### src/rtl/crg_uart_pkg.sv
// Shared types and helpers for the CRG UART word link.
package crg_uart_pkg;

  // Start bit + 8 data bits + stop bit.
  localparam int FRAME_BITS = 10;

  typedef enum logic [2:0] {
    RX_IDLE      = 3'd0,
    RX_START     = 3'd1,
    RX_DATA      = 3'd2,
    RX_STOP      = 3'd3,
    RX_WAIT_HIGH = 3'd4
  } rx_state_t;

  typedef enum logic [1:0] {
    TX_IDLE  = 2'd0,
    TX_START = 2'd1,
    TX_DATA  = 2'd2,
    TX_STOP  = 2'd3
  } tx_state_t;

  // Clock cycles per bit time (integer division; callers need a result >= 8).
  function automatic int clks_per_bit(input int clk_hz, input int baud);
    return clk_hz / baud;
  endfunction

endpackage

### src/rtl/crg_uart_rx_byte.sv
// 8N1 byte receiver: input synchroniser, bit timer and RX FSM.
// Emits one-cycle byte_ok / frame_err strobes; state is exported for debug
// and for the word-level timeout logic in the parent.
module crg_uart_rx_byte
  import crg_uart_pkg::*;
#(
  parameter int CPB = 868
) (
  input  logic       clk,
  input  logic       rst,
  input  logic       rx_in,
  output logic [7:0] byte_data,
  output logic       byte_ok,
  output logic       frame_err,
  output rx_state_t  state
);

  localparam int CW = $clog2(CPB);

  logic          sync_1;
  logic          rxs;
  logic [CW-1:0] cnt;
  logic [2:0]    bit_idx;
  logic [7:0]    shift;

  // Two-flop synchroniser; idles high like the line itself.
  always_ff @(posedge clk or posedge rst) begin
    if (rst) begin
      sync_1 <= 1'b1;
      rxs    <= 1'b1;
    end else begin
      sync_1 <= rx_in;
      rxs    <= sync_1;
    end
  end

  // Receive FSM: mid-bit sampling driven by a down-counting bit timer.
  always_ff @(posedge clk or posedge rst) begin
    if (rst) begin
      state     <= RX_IDLE;
      cnt       <= '0;
      bit_idx   <= '0;
      shift     <= '0;
      byte_data <= '0;
      byte_ok   <= 1'b0;
      frame_err <= 1'b0;
    end else begin
      byte_ok   <= 1'b0;
      frame_err <= 1'b0;
      case (state)
        RX_IDLE: begin
          if (!rxs) begin
            state <= RX_START;
            cnt   <= CW'(CPB / 2 - 1);
          end
        end
        RX_START: begin
          if (cnt == '0) begin
            if (!rxs) begin
              state   <= RX_DATA;
              cnt     <= CW'(CPB - 1);
              bit_idx <= '0;
            end else begin
              // Start bit did not hold to mid-bit: treat as a glitch.
              state <= RX_IDLE;
            end
          end else begin
            cnt <= cnt - 1'b1;
          end
        end
        RX_DATA: begin
          if (cnt == '0) begin
            shift <= {rxs, shift[7:1]};
            cnt   <= CW'(CPB - 1);
            if (bit_idx == 3'd7) begin
              state <= RX_STOP;
            end else begin
              bit_idx <= bit_idx + 1'b1;
            end
          end else begin
            cnt <= cnt - 1'b1;
          end
        end
        RX_STOP: begin
          if (cnt == '0) begin
            if (rxs) begin
              byte_data <= shift;
              byte_ok   <= 1'b1;
              state     <= RX_IDLE;
            end else begin
              frame_err <= 1'b1;
              state     <= RX_WAIT_HIGH;
            end
          end else begin
            cnt <= cnt - 1'b1;
          end
        end
        RX_WAIT_HIGH: begin
          if (rxs) state <= RX_IDLE;
        end
        default: state <= RX_IDLE;
      endcase
    end
  end

endmodule

### src/rtl/crg_uart_word_link.sv
// UART word link: assembles received 8N1 bytes into WORD_BYTES-byte words
// and serialises words back to the host, byte 0 first on both directions.
//
// Handshakes: a word transfers on a clock edge where valid and ready are both
// high. A source holds valid (and its data) until that edge; ready may be
// raised or lowered freely and never depends combinationally on valid.
module crg_uart_word_link
  import crg_uart_pkg::*;
#(
  parameter int CLK_HZ       = 100_000_000,
  parameter int BAUD         = 115_200,
  parameter int WORD_BYTES   = 4,
  parameter int TIMEOUT_BITS = 20
) (
  input  logic                    CLK100MHZ,
  input  logic                    ck_rst,
  input  logic                    uart_rx,
  output logic                    uart_tx,
  output logic [8*WORD_BYTES-1:0] rx_word,
  output logic                    rx_valid,
  input  logic                    rx_ready,
  input  logic [8*WORD_BYTES-1:0] tx_word,
  input  logic                    tx_valid,
  output logic                    tx_ready,
  input  logic                    err_clr,
  output logic                    rx_frame_err,
  output logic                    rx_overrun
);

  localparam int CPB        = clks_per_bit(CLK_HZ, BAUD);
  localparam int W          = 8 * WORD_BYTES;
  localparam int CW         = $clog2(CPB);
  localparam int BCW        = (WORD_BYTES > 1) ? $clog2(WORD_BYTES) : 1;
  localparam int TO_CYCLES  = TIMEOUT_BITS * CPB;
  localparam int TOW        = $clog2(TO_CYCLES);

  // ---------------- receive side ----------------
  logic [7:0]     rx_byte;
  logic           byte_ok;
  logic           byte_frame_err;
  rx_state_t      rx_state;

  logic [BCW-1:0] byte_cnt;
  logic [W-1:0]   word_buf;
  logic [W-1:0]   word_next;
  logic [TOW-1:0] to_cnt;
  logic           word_done;
  logic           timeout_hit;

  crg_uart_rx_byte #(
    .CPB(CPB)
  ) u_rx_byte (
    .clk       (CLK100MHZ),
    .rst       (ck_rst),
    .rx_in     (uart_rx),
    .byte_data (rx_byte),
    .byte_ok   (byte_ok),
    .frame_err (byte_frame_err),
    .state     (rx_state)
  );

  // Word buffer with the incoming byte dropped into its slot.
  always_comb begin
    word_next = word_buf;
    for (int i = 0; i < WORD_BYTES; i++) begin
      if (byte_cnt == BCW'(i)) word_next[i*8 +: 8] = rx_byte;
    end
  end

  assign word_done   = byte_ok && (byte_cnt == BCW'(WORD_BYTES - 1));
  assign timeout_hit = (to_cnt == TOW'(TO_CYCLES - 1));

  // Byte assembly, inter-byte timeout resync and the inter-byte idle counter.
  always_ff @(posedge CLK100MHZ or posedge ck_rst) begin
    if (ck_rst) begin
      byte_cnt <= '0;
      word_buf <= '0;
      to_cnt   <= '0;
    end else begin
      if (byte_frame_err) begin
        byte_cnt <= '0;
        to_cnt   <= '0;
      end else if (byte_ok) begin
        word_buf <= word_next;
        to_cnt   <= '0;
        byte_cnt <= word_done ? '0 : byte_cnt + 1'b1;
      end else if (rx_state == RX_IDLE && byte_cnt != '0) begin
        if (timeout_hit) begin
          byte_cnt <= '0;
          to_cnt   <= '0;
        end else begin
          to_cnt <= to_cnt + 1'b1;
        end
      end else begin
        to_cnt <= '0;
      end
    end
  end

  // Output register: accept a finished word if empty or draining this cycle.
  always_ff @(posedge CLK100MHZ or posedge ck_rst) begin
    if (ck_rst) begin
      rx_word  <= '0;
      rx_valid <= 1'b0;
    end else begin
      if (rx_valid && rx_ready) rx_valid <= 1'b0;
      if (word_done && (!rx_valid || rx_ready)) begin
        rx_word  <= word_next;
        rx_valid <= 1'b1;
      end
    end
  end

  // Sticky error flags; a set in the same cycle as err_clr takes priority.
  always_ff @(posedge CLK100MHZ or posedge ck_rst) begin
    if (ck_rst) begin
      rx_frame_err <= 1'b0;
      rx_overrun   <= 1'b0;
    end else begin
      if (err_clr) begin
        rx_frame_err <= 1'b0;
        rx_overrun   <= 1'b0;
      end
      if (byte_frame_err) rx_frame_err <= 1'b1;
      if (word_done && rx_valid && !rx_ready) rx_overrun <= 1'b1;
    end
  end

  // ---------------- transmit side ----------------
  tx_state_t      tx_state;
  logic [W-1:0]   tx_shift;
  logic [CW-1:0]  tx_timer;
  logic [2:0]     tx_bit;
  logic [BCW-1:0] tx_byte_idx;

  // Transmit FSM: back-to-back frames for every byte of the latched word.
  always_ff @(posedge CLK100MHZ or posedge ck_rst) begin
    if (ck_rst) begin
      tx_state    <= TX_IDLE;
      tx_shift    <= '0;
      tx_timer    <= '0;
      tx_bit      <= '0;
      tx_byte_idx <= '0;
      uart_tx     <= 1'b1;
      tx_ready    <= 1'b1;
    end else begin
      case (tx_state)
        TX_IDLE: begin
          if (tx_valid && tx_ready) begin
            tx_shift    <= tx_word;
            tx_ready    <= 1'b0;
            uart_tx     <= 1'b0;
            tx_timer    <= CW'(CPB - 1);
            tx_byte_idx <= '0;
            tx_state    <= TX_START;
          end
        end
        TX_START: begin
          if (tx_timer == '0) begin
            uart_tx  <= tx_shift[0];
            tx_shift <= tx_shift >> 1;
            tx_bit   <= '0;
            tx_timer <= CW'(CPB - 1);
            tx_state <= TX_DATA;
          end else begin
            tx_timer <= tx_timer - 1'b1;
          end
        end
        TX_DATA: begin
          if (tx_timer == '0) begin
            tx_timer <= CW'(CPB - 1);
            if (tx_bit == 3'd7) begin
              uart_tx  <= 1'b1;
              tx_state <= TX_STOP;
            end else begin
              uart_tx  <= tx_shift[0];
              tx_shift <= tx_shift >> 1;
              tx_bit   <= tx_bit + 1'b1;
            end
          end else begin
            tx_timer <= tx_timer - 1'b1;
          end
        end
        TX_STOP: begin
          if (tx_timer == '0) begin
            if (tx_byte_idx == BCW'(WORD_BYTES - 1)) begin
              tx_ready <= 1'b1;
              tx_state <= TX_IDLE;
            end else begin
              uart_tx     <= 1'b0;
              tx_timer    <= CW'(CPB - 1);
              tx_byte_idx <= tx_byte_idx + 1'b1;
              tx_state    <= TX_START;
            end
          end else begin
            tx_timer <= tx_timer - 1'b1;
          end
        end
        default: tx_state <= TX_IDLE;
      endcase
    end
  end

endmodule

### config.mk
export PLATFORM = sky130hd
export DESIGN_NAME = crg_uart_word_link
export DESIGN_NICKNAME = d
export VERILOG_FILES = /design/src/rtl/crg_uart_pkg.sv /design/src/rtl/crg_uart_rx_byte.sv /design/src/rtl/crg_uart_word_link.sv
export SDC_FILE = /design/constraint.sdc
export NUM_CORES = 1
export LEC_CHECK = 0
export ABC_AREA = 1
export CORE_UTILIZATION = 45
export CTS_CLUSTER_SIZE = 28
export DETAILED_ROUTE_END_ITERATION = 6
export SYNTH_ARGS = -nofsm -noshare
export SYNTH_HDL_FRONTEND = slang
export SYNTH_SLANG_ARGS = --single-unit
### constraint.sdc
create_clock -name CLK100MHZ -period 6.9 [get_ports CLK100MHZ]
set_input_delay 1.38 -clock CLK100MHZ [delete_from_list [all_inputs] [get_ports CLK100MHZ]]
set_output_delay 1.38 -clock CLK100MHZ [all_outputs]
set_load 0.02 [all_outputs]
==> impl_results.md <==
* Status: completed
* Number of global-route vias before repair at 6057
* RSZ-0062 raised after global routing: false
* Nets at 1121
* Max_cap viols at 0
* Layout cells sized above 1 at 0.114
* DR iter-0 viols at 319
* Worst vdd ir at 0.170 mV
* Commonest non-fill, non-tap cell in the layout: nand2_1
* Max Freq at 339 MHz
* Nature of the critical path endpoint: output port
* Worst Path Arrival at 1.57 ns
* Pleak at 4.59 nW
* Hold violation total from the final report at 0
* Cell Area, Synth at 0.00855 mm2
* 1st-pass router iterations at 4
* Clock sink count at 171
* Post-route DRC at 0
* Total power at 2.13 mW
* P per Cell Area at 211 mW/mm2
* Total wire length at 16700 um
* Internal power at 1.68 mW
* Flop pwr share at 0.472
* Largest net degree at the start of global routing at 75
* Initial Util at 0.458
* Die Y at 140 um
* Die X at 140 um
* Largest stage delay on the critical path at 0.60 ns
* CP cell instances: clkdlybuf4s50_1
* RD Place Congestion at 0.844
* Max FO, Critical Path at 2
* Sw Ratio at 0.212
* Async SR Flop Fraction at 1.00
* Setup bufs post-CTS at 0
* Clk pwr share at 0.504
* Hold_buf cts at 0
* Final setup fails at 0
* Vias post-DR at 6378
* Post-CTS Resized at 0
* Initial antenna violation count at 0
* CTS Buf Count at 17
* Post-route setup TNS at 0 ns
* First-pass GRT wire length at 29200 um
* Antenna diodes at 0
* GR Util All Layers at 0.186
* Min Hold Slack at 0.356 ns
* CTS tree: yes
* Clk_skew at 0.0106 ns
* Average instance area after synthesis at 8.54 um2
* Crit path time final at 2.95 ns
* Worst path required time at 5.52 ns
* Clock-pin transition on the worst setup and hold timing paths at 0.07 ns
* Post-detailed-route count of antenna-violating nets at 0
* Core area at 0.0186 mm2
* CP top delay family: buffers and inverters
* Syn Nets at 1058
* Crit path max-delay cell type: clkdlybuf4s50_1
* Top_reg_cell synth: dfrtp_1
* Port Buf Inserts at 74
* Clk buf depth at 2
* Comb pwr share at 0.024
* Mapped Cells at 1001
* WL/cell at 12.7 um
* Worst-Skew Late Latency at 0.43 ns
* Row count at 50
* Setup CP Type: flip-flop to output port
* H-Tree Depth at 4
* Cell variety after synth at 41
* Seq/Total Area, Yosys at 0.501
* Die area at 0.0195 mm2
* YS warnings at 0
* Buf/Inv on CP at 1
* Fin crit share at 0.427
* #FFs+latches synth at 171
* Net switching power at 451 uW
* Mean number of vias per cell at 4.86
* Clk root buf: clkbuf_16
* Hold WC Path Type: flip-flop to flip-flop
* Startpoint types: flip-flop
* EDFF count, synth at 0
* Commonest cells after routing, fill and taps aside: nand2_1 (328), dfrtp_1 (167), inv_1 (95), o21ai_0 (92), clkdlybuf4s50_1 (74)
* GRT Residual Overflow at 0
* Ports at 75
* Least-Margin Pin Slew at 0.953 ns
* Rel. slew slack at 0.364
* Final Slew Violations at 0
* Dpl hpwl at 11300 um
* Syn-to-layout area delta at 17.9%
==> final cells by class <==
type | count | area [um2]
clock buffers | 17 | 425
clock inverters | 15 | 233
fillers | 1734 | 8560
inverters | 102 | 388
multi-input cells | 694 | 3680
flip-flops and latches | 171 | 4280
well taps | 234 | 293
repair buffers | 78 | 771
==> routing by layer <==
layer,vias to the layer above,share of wire,global-route usage
met5,-,0,0
met4,0,0.0095,0.0544
met3,15,0.030,0.0399
met2,102,0.44,0.284
met1,2910,0.52,0.266
li1,3351,-,-
==> power by group through the flow <==
stage	logic (mW)	registers, mW	clock network (mW)
6_report	0.0506	1.00	1.07
5_1_grt	0.0580	1.00	1.14
4_1_cts	0.0533	1.00	1.10
3_5_place_dp	0.0533	1.02	0
3_3_place_gp	0.0531	1.02	0
2_1_floorplan	0.0223	1.02	0
==> final timing paths <==
| path | start | endpoint | slack (ns) | cells past startpoint |
|---|---|---|---|---|
| min in group asynchronous | ck_rst | tx_state[0] | 1.45 | 2 |
| max reg2reg | byte_cnt[1] | rx_word[31] | 4.24 | 7 |
| max in group asynchronous | ck_rst | rx_word[10] | 4.33 | 3 |
| min reg2reg | u_rx_byte.sync_1 | u_rx_byte.rxs | 0.36 | 0 |
| max | uart_tx | uart_tx | 3.95 | 1 |
| min | u_rx_byte.sync_1 | u_rx_byte.rxs | 0.36 | 0 |
==> registers in the layout (all words and copies together) (netlist names), 3 cells and up <==
signal and count:
rx_word 32, u_rx_byte.state 3, tx_shift 32, to_cnt 15, u_rx_byte.shift 8, tx_bit 3
tx_timer 10, u_rx_byte.bit_idx 3, word_buf 32, u_rx_byte.cnt 10, u_rx_byte.byte_data 8
==> logic make-up (layout without fill, tap and decap cells) <==
logic type | after synthesis | count (layout) | synth area share
DFF | 171 | 171 | 0.501
xor gates and xnor gates | 8 | 8 | 0.00820
and+or+nand+nor | 473 | 473 | 0.241
AOI/OAI and AO/OA | 163 | 163 | 0.117
adders and majority gates | 19 | 19 | 0.0278
buffers and inverters | 136 | 212 | 0.0687
muxes | 31 | 31 | 0.0363
==> per-stage QoR <==
stage / worst slack (ns) / std cells / utilization / area [um2]
final: 3.95 / 1311 / 0.541 / 10100
after global placement: 3.54 / 1279 / 0.505 / 9420
after global routing: 3.75 / 1311 / 0.541 / 10100
after CTS: 3.93 / 1311 / 0.541 / 10100
after detailed placement: 3.50 / 1279 / 0.505 / 9420
after floorplan: 0.895 / 1001 / - / 8550
==> Yosys cell counts (5+ instances only) <==
library cell | count | area share
ha_1 | 19 | 0.028
buf_2 | 19 | 0.011
inv_2 | 6 | 0.0026
o21ai_0 | 92 | 0.054
nand3_1 | 34 | 0.020
xor2_1 | 5 | 0.0051
o21ai_1 | 13 | 0.0076
nor3_1 | 13 | 0.0076
inv_1 | 96 | 0.042
o21ai_2 | 39 | 0.040
dfrtp_1 | 167 | 0.49
a21oi_1 | 7 | 0.0041
nand4_1 | 17 | 0.012
nand2_1 | 328 | 0.14
buf_6 | 7 | 0.0092
nor2_2 | 7 | 0.0051
mux2i_1 | 31 | 0.036
clkbuf_1 | 8 | 0.0035
nand2_2 | 7 | 0.0051
nor2_1 | 46 | 0.020
No activity file was read; power rests on OpenSTA's default activity.
